$ cat src/rtl/sys_array_os_ctrl_pkg.sv
// Shared types and default dimensions for the output-stationary systolic array sequencer.
package sys_array_pkg;

   typedef enum logic [2:0] {
      ST_IDLE,
      ST_CLEAR,
      ST_FEED,
      ST_FLUSH,
      ST_DRAIN,
      ST_DONE
   } ctrl_state_e;

   localparam int DEF_SIZE    = 16;
   localparam int DEF_ADDR_W  = 12;
   localparam int DEF_PE_LAT  = 3;
   localparam int DEF_BUF_LAT = 1;

   // Cycles after the last read until the far-corner PE has committed its final MAC.
   function automatic int flush_cycles(input int size, input int pe_lat, input int buf_lat);
      return buf_lat + 2 * (size - 1) + pe_lat + 1;
   endfunction

   localparam int FLUSH_CYC = flush_cycles(DEF_SIZE, DEF_PE_LAT, DEF_BUF_LAT);
   localparam int ROW_IDX_W = $clog2(DEF_SIZE);

endpackage

$ cat src/rtl/sys_array_os_ctrl_if.sv
// Result-row stream between the sequencer (master) and the downstream consumer (slave).
// valid/ready: a row transfers on any cycle where out_valid and out_ready are both high;
// once out_valid rises it stays high with out_row_idx stable until that transfer happens.
interface sys_array_os_ctrl_if #(
   parameter int ROW_W = 4
);
   logic             out_valid;
   logic             out_ready;
   logic [ROW_W-1:0] out_row_idx;

   modport master (output out_valid, output out_row_idx, input out_ready);
   modport slave  (input out_valid, input out_row_idx, output out_ready);
endinterface

$ cat src/rtl/sys_array_os_ctrl_skew.sv
// SIZE-wide valid delay line: bit i is the input delayed i cycles, bit 0 is the input itself.
module skew_shift #(
   parameter int SIZE = 16
) (
   input  logic            clk,
   input  logic            rst_n,
   input  logic            clr,
   input  logic            v_in,
   output logic [SIZE-1:0] v_out
);

   logic [SIZE-1:1] sr_q;

   always_ff @(posedge clk) begin
      if (!rst_n || clr) begin
         sr_q <= '0;
      end else begin
         sr_q[1] <= v_in;
         for (int i = 2; i < SIZE; i++) begin
            sr_q[i] <= sr_q[i-1];
         end
      end
   end

   assign v_out = {sr_q, v_in};

endmodule

$ cat src/rtl/sys_array_os_ctrl.sv
// Sequencer for the output-stationary systolic array: clear, skewed operand feed,
// pipeline flush, then row-by-row result drain over a valid/ready stream.
module sys_array_os_ctrl
   import sys_array_pkg::*;
#(
   parameter int SIZE    = DEF_SIZE,
   parameter int ADDR_W  = DEF_ADDR_W,
   parameter int PE_LAT  = DEF_PE_LAT,
   parameter int BUF_LAT = DEF_BUF_LAT
) (
   input  logic                 clk,
   input  logic                 rst_n,
   input  logic                 start,
   input  logic                 abort,
   input  logic [ADDR_W:0]      k_len,
   output logic                 busy,
   output logic                 done,
   output logic                 buf_rd_en,
   output logic [ADDR_W-1:0]    buf_rd_addr,
   output logic                 sa_acc_clear,
   output logic [SIZE-1:0]      sa_row_valid,
   output logic [SIZE-1:0]      sa_col_valid,
   output logic                 sa_shift_en,
   sys_array_os_ctrl_if.master  res,
   output ctrl_state_e          dbg_state
);

   localparam int FLUSH_N = flush_cycles(SIZE, PE_LAT, BUF_LAT);
   localparam int RW      = $clog2(SIZE);
   localparam int CNT_W   = ADDR_W + 1;

   ctrl_state_e        state_q, state_d;
   logic [ADDR_W:0]    k_q;
   logic [CNT_W-1:0]   cnt_q;
   logic [RW-1:0]      row_q;
   logic [BUF_LAT-1:0] feed_pipe_q;
   logic               feed_v;
   logic               hs;
   logic               last_feed;
   logic               flush_end;
   logic               last_row;

   assign hs        = (state_q == ST_DRAIN) && res.out_ready;
   // FEED length is counted, so k_len = 2^ADDR_W works even though the address wraps.
   assign last_feed = (cnt_q == (k_q - CNT_W'(1)));
   assign flush_end = (cnt_q == CNT_W'(FLUSH_N - 1));
   assign last_row  = (row_q == RW'(SIZE - 1));

   always_ff @(posedge clk) begin
      if (!rst_n) state_q <= ST_IDLE;
      else        state_q <= state_d;
   end

   always_comb begin
      state_d = state_q;
      unique case (state_q)
         ST_IDLE:  if (start) state_d = ST_CLEAR;
         ST_CLEAR: state_d = (k_q != '0) ? ST_FEED : ST_DRAIN;
         ST_FEED:  if (last_feed) state_d = ST_FLUSH;
         ST_FLUSH: if (flush_end) state_d = ST_DRAIN;
         ST_DRAIN: if (hs && last_row) state_d = ST_DONE;
         ST_DONE:  state_d = ST_IDLE;
         default:  state_d = ST_IDLE;
      endcase
      if (abort) state_d = ST_IDLE;
   end

   always_comb begin
      busy         = (state_q != ST_IDLE);
      done         = (state_q == ST_DONE);
      sa_acc_clear = (state_q == ST_CLEAR);
      buf_rd_en    = (state_q == ST_FEED);
      buf_rd_addr  = buf_rd_en ? cnt_q[ADDR_W-1:0] : '0;
      res.out_valid   = (state_q == ST_DRAIN);
      res.out_row_idx = res.out_valid ? row_q : '0;
      sa_shift_en  = hs;
   end

   always_ff @(posedge clk) begin
      if (!rst_n) begin
         k_q         <= '0;
         cnt_q       <= '0;
         row_q       <= '0;
         feed_pipe_q <= '0;
      end else begin
         if ((state_q == ST_IDLE) && start && !abort) k_q <= k_len;

         if (abort || (state_d != state_q))                  cnt_q <= '0;
         else if ((state_q == ST_FEED) || (state_q == ST_FLUSH)) cnt_q <= cnt_q + CNT_W'(1);

         if (abort || (state_q != ST_DRAIN)) row_q <= '0;
         else if (hs)                        row_q <= row_q + RW'(1);

         if (abort) begin
            feed_pipe_q <= '0;
         end else begin
            feed_pipe_q[0] <= buf_rd_en;
            for (int i = 1; i < BUF_LAT; i++) begin
               feed_pipe_q[i] <= feed_pipe_q[i-1];
            end
         end
      end
   end

   // Operand data emerges BUF_LAT cycles after the read; skew starts from there.
   assign feed_v = feed_pipe_q[BUF_LAT-1];

   skew_shift #(.SIZE(SIZE)) u_row_skew (
      .clk   (clk),
      .rst_n (rst_n),
      .clr   (abort),
      .v_in  (feed_v),
      .v_out (sa_row_valid)
   );

   skew_shift #(.SIZE(SIZE)) u_col_skew (
      .clk   (clk),
      .rst_n (rst_n),
      .clr   (abort),
      .v_in  (feed_v),
      .v_out (sa_col_valid)
   );

   assign dbg_state = state_q;

endmodule
$ cat src/flat_wrapper.sv
// flat-port wrapper written by rule: the top's interface ports become plain ports
module sys_array_os_ctrl_flat import sys_array_pkg::*;
#(
   parameter int SIZE    = DEF_SIZE,
   parameter int ADDR_W  = DEF_ADDR_W,
   parameter int PE_LAT  = DEF_PE_LAT,
   parameter int BUF_LAT = DEF_BUF_LAT
)
  (clk, rst_n, start, abort, k_len, busy, done, buf_rd_en, buf_rd_addr, sa_acc_clear, sa_row_valid, sa_col_valid, sa_shift_en, dbg_state, res_out_valid, res_out_row_idx, res_out_ready);
  sys_array_os_ctrl_if res_i ();
  input  logic clk;
  input  logic rst_n;
  input  logic start;
  input  logic abort;
  input  logic [ADDR_W:0] k_len;
  output logic busy;
  output logic done;
  output logic buf_rd_en;
  output logic [ADDR_W-1:0] buf_rd_addr;
  output logic sa_acc_clear;
  output logic [SIZE-1:0] sa_row_valid;
  output logic [SIZE-1:0] sa_col_valid;
  output logic sa_shift_en;
  output ctrl_state_e dbg_state;
  output wire logic [$bits(res_i.out_valid)-1:0] res_out_valid;
  output wire logic [$bits(res_i.out_row_idx)-1:0] res_out_row_idx;
  input wire logic [$bits(res_i.out_ready)-1:0] res_out_ready;
  assign res_out_valid = res_i.out_valid;
  assign res_out_row_idx = res_i.out_row_idx;
  assign res_i.out_ready = res_out_ready;
  sys_array_os_ctrl #(.SIZE(SIZE), .ADDR_W(ADDR_W), .PE_LAT(PE_LAT), .BUF_LAT(BUF_LAT)) u_core (.clk(clk), .rst_n(rst_n), .start(start), .abort(abort), .k_len(k_len), .busy(busy), .done(done), .buf_rd_en(buf_rd_en), .buf_rd_addr(buf_rd_addr), .sa_acc_clear(sa_acc_clear), .sa_row_valid(sa_row_valid), .sa_col_valid(sa_col_valid), .sa_shift_en(sa_shift_en), .res(res_i), .dbg_state(dbg_state));
endmodule
$ cat config.mk
export PLATFORM = sky130hd
export DESIGN_NAME = sys_array_os_ctrl_flat
export DESIGN_NICKNAME = d
export VERILOG_FILES = /design/src/rtl/sys_array_os_ctrl_pkg.sv /design/src/rtl/sys_array_os_ctrl_if.sv /design/src/rtl/sys_array_os_ctrl_skew.sv /design/src/rtl/sys_array_os_ctrl.sv /design/src/flat_wrapper.sv
export SDC_FILE = /design/constraint.sdc
export NUM_CORES = 1
export LEC_CHECK = 0
export ABC_AREA = 1
export CELL_PAD_IN_SITES_DETAIL_PLACEMENT = 0
export CELL_PAD_IN_SITES_GLOBAL_PLACEMENT = 1
export CORE_UTILIZATION = 36
export DETAILED_ROUTE_END_ITERATION = 16
export GPL_TIMING_DRIVEN = 0
export PLACE_DENSITY = 0.88
export SYNTH_ARGS = -nofsm -noshare
export SYNTH_HDL_FRONTEND = slang
export SYNTH_HIERARCHICAL = 1
export SYNTH_SLANG_ARGS = --single-unit
$ cat constraint.sdc
create_clock -name clk -period 2.6 [get_ports clk]
set_input_delay 0.52 -clock clk [delete_from_list [all_inputs] [get_ports clk]]
set_output_delay 0.52 -clock clk [all_outputs]
set_load 0.005 [all_outputs]
==> metrics.md <==
| Metric | Value |
|---|---|
| Synth Area in Compound Gates | 0.0575 |
| H-tree depth | 3 |
| Setup Buffers After CTS | 0 |
| Share of layout cells above drive strength 1 | 0.179 |
| Pin count of the biggest net entering global routing | 14 |
| Synth area leaders | dfxtp_1, inv_1, nand2_1, nor2_2, nor2_1 |
| Slew Viols, Final | 0 |
| Via Count | 2813 |
| GP Congestion | 0.881 |
| Post-Synth Adder-Cell Area | 0.0159 |
| Worst-Skew Late Latency | 0.35 ns |
| Antenna-violating nets left | 0 |
| Row count | 33 |
| Final Cycle Share | 0.941 |
| RSZ-0062 raised after global routing | false |
| Post-synthesis xor/xnor area fraction | 0.0639 |
| Arr. time, crit path | 1.93 ns |
| Port Buffers | 74 |
| FF+latch area | 1280 um2 |
| Antenna violations before repair | 0 |
| Worst rel slew slack | 0.648 |
| CP Capture Type | primary output |
| Wirelength per Cell | 12.0 um |
| Seq/Total Area, Yosys | 0.406 |
| Slew @ Worst Pin | 0.527 ns |
| Chip height | 95.6 um |
| Horiz. Die Dim | 95.6 um |
| Initial Util | 0.378 |
| Die area | 9140 um2 |
| Vias in the first global route | 2640 |
| Syn_nets | 452 |
| Hold-fix buffers, CTS | 0 |
| Clk_skew | 0.00882 ns |
| Layout Cells excl Fill | 624 |
| Fin crit period | 2.45 ns |
| Synth async-reset ratio | 0 |
| Post-CTS sizing | 0 |
| Leakage | 1.59 nW |
| Synth top area share | 0.406 |
| GR Overflow Total | 0 |
| Clk sinks | 64 |
| Final Hold Fails | 0 |
| Core Area | 8340 um2 |
| Synth Flop Type | dfxtp_1 |
| Global-route wire length before repair | 12.2 mm |
| Mapped Area | 3150 um2 |
| Multi-input logic area | 1490 um2 |
| Worst ir drop on vdd | 279 uV |
| Synth Warn # | 6 |
| CTS tree | built |
| Setup crit start kind | register |
| WL final | 7.46 mm |
| Cts bufs inserted | 9 |
| Placed Cells | 609 |
| Main combinational cell family by area after synthesis | simple AND/OR/NAND/NOR gates |
| Crit path kind | register to primary output |
| Via density | 4.51 |
| Pwr Density | 533 nW/um2 |
| Final setup fails | 0 |
| Clock buffer depth | 2 |
| Synth cell count leaders | inv_1, nand2_1, dfxtp_1 |
| Ant. Diodes | 0 |
| Area leader, netlist | dfxtp_1 |
| Post-synth EDFFs | 0 |
| Clock transition at path regs | 0.08 ns |
| Simple-Gate Fraction of Synth Area | 0.334 |
| Final net count | 536 |
| Post-synthesis mux area share | 0 |
| Gr usage total | 0.175 |
| Mapped Cells | 430 |
| Outcome | finished, final reports clean |
| Setup slack, reg-to-reg | 0.44 ns |
| Max_cap viols | 0 |
| Syn_area_per_cell | 7.34 um2 |
| Crit path required time | 2.08 ns |
| Post-DP HPWL | 5.67 mm |
| DRT iter0 DRCs | 115 |
| CP max FO | 8 |
| Filler Cells Inserted | 831 |
| Hold Path Class | register to register |
| Setup TNS | 0 ns |
| IO Pins | 75 |
| Drt drc | 0 |
| First-pass DRT Iterations | 4 |
| Yosys reg bits | 64 |
| Most common cell in the netlist | inv_1 |
| CTS Root Cell | clkbuf_8 |
| Synth unique cells | 30 |
| Max Freq | 409 MHz |
| Area growth from synthesis to layout | 34.7% |
[sequential cells by signal, indices dropped and copies added, names as in the netlist]
signal,cells
u_core/cnt_q,13
u_core/k_q,13
u_core/row_q,4
u_core/dbg_state,3
u_core/u_row_skew/sr_q,15
u_core/u_col_skew/sr_q,15
u_core/feed_pipe_q,1
[critical path, cell delays in order (launching register included)]
cell,delay [ns]
dfxtp_1,0.31
buf_4,0.17
nor2_1,0.11
inv_2,0.06
nor2_4,0.12
inv_1,0.12
nor2_1,0.15
clkdlybuf4s50_1,0.53
[layout make-up]
cell class                 instances  share of cell area
buffer                            10              0.0171
sequential                        64               0.302
tap                              105              0.0309
inverter                          82              0.0727
multi-input combinational        273               0.350
clock buffer                       9              0.0292
timing repair buffer              74               0.174
clock inverter                     7              0.0241
[routing by layer]
layer  global-route usage  part of all wire  vias up
li1                     -                 -     1467
met1                0.228              0.48     1278
met2                0.277              0.45       56
met3               0.0391             0.042       12
met4               0.0759             0.021        0
met5                    0                 0        -
[path summary, 6_finish.rpt]
path | startpoint | endpoint | cells after the start
min | u_core/u_row_skew/sr_q[11] | u_core/u_row_skew/sr_q[12] | 2
min reg2reg | u_core/u_row_skew/sr_q[11] | u_core/u_row_skew/sr_q[12] | 2
max | u_core/dbg_state[1] | res_out_row_idx[2] | 7
max reg2reg | u_core/k_q[0] | u_core/cnt_q[11] | 15
[per-stage QoR]
stage	hold slack [ns]	instance area [um2]	setup WS (ns)	util	total power, mW
floorplan	0.425	3150	0.803	-	1.23
global placement	0.412	4030	0.291	0.483	1.31
detailed placement	0.420	4030	0.234	0.483	1.31
CTS	0.431	4250	0.0342	0.510	2.29
global route	0.450	4250	0.00947	0.509	2.37
finish	0.430	4250	0.154	0.509	2.26
[where the power goes]
group	leakage [nW]	internal [mW]	switching [mW]
sequential	0.518	0.996	0.0192
combinational	0.958	0.111	0.164
clock	0.110	0.549	0.425
total	1.59	1.66	0.608
[logic make-up after synthesis]
family          Yosys count
flops                    64
fa+ha+maj                 4
simple gates            211
buf+inv                  93
xor+xnor                 23
compound gates           35
[placed cells by master, fill, tap and decap left out, types with 2 or more instances in the layout]
| master | netlist | routed |
|---|---|---|
| xnor2_1 | 5 | 5 |
| a21oi_1 | 15 | 15 |
| nand3_2 | 4 | 4 |
| xor2_1 | 18 | 18 |
| clkinv_4 | 0 | 2 |
| buf_4 | 3 | 3 |
| nor3_2 | 2 | 2 |
| nand3_1 | 19 | 19 |
| bufinv_16 | 0 | 2 |
| o21ai_0 | 16 | 16 |
| nor2_2 | 34 | 34 |
| clkbuf_8 | 0 | 9 |
| nor2_1 | 50 | 50 |
| nor2_4 | 7 | 7 |
| nand2_2 | 10 | 10 |
| inv_2 | 9 | 9 |
| inv_1 | 72 | 72 |
| nand2_4 | 2 | 2 |
| clkbuf_1 | 4 | 3 |
| buf_6 | 3 | 3 |
| nand2_1 | 69 | 69 |
| nand4_1 | 3 | 3 |
| inv_6 | 0 | 2 |
| dfxtp_1 | 64 | 64 |
| clkdlybuf4s50_1 | 0 | 74 |
| nor3_1 | 9 | 9 |
| ha_1 | 4 | 4 |
(Power assumes the default switching activity.)
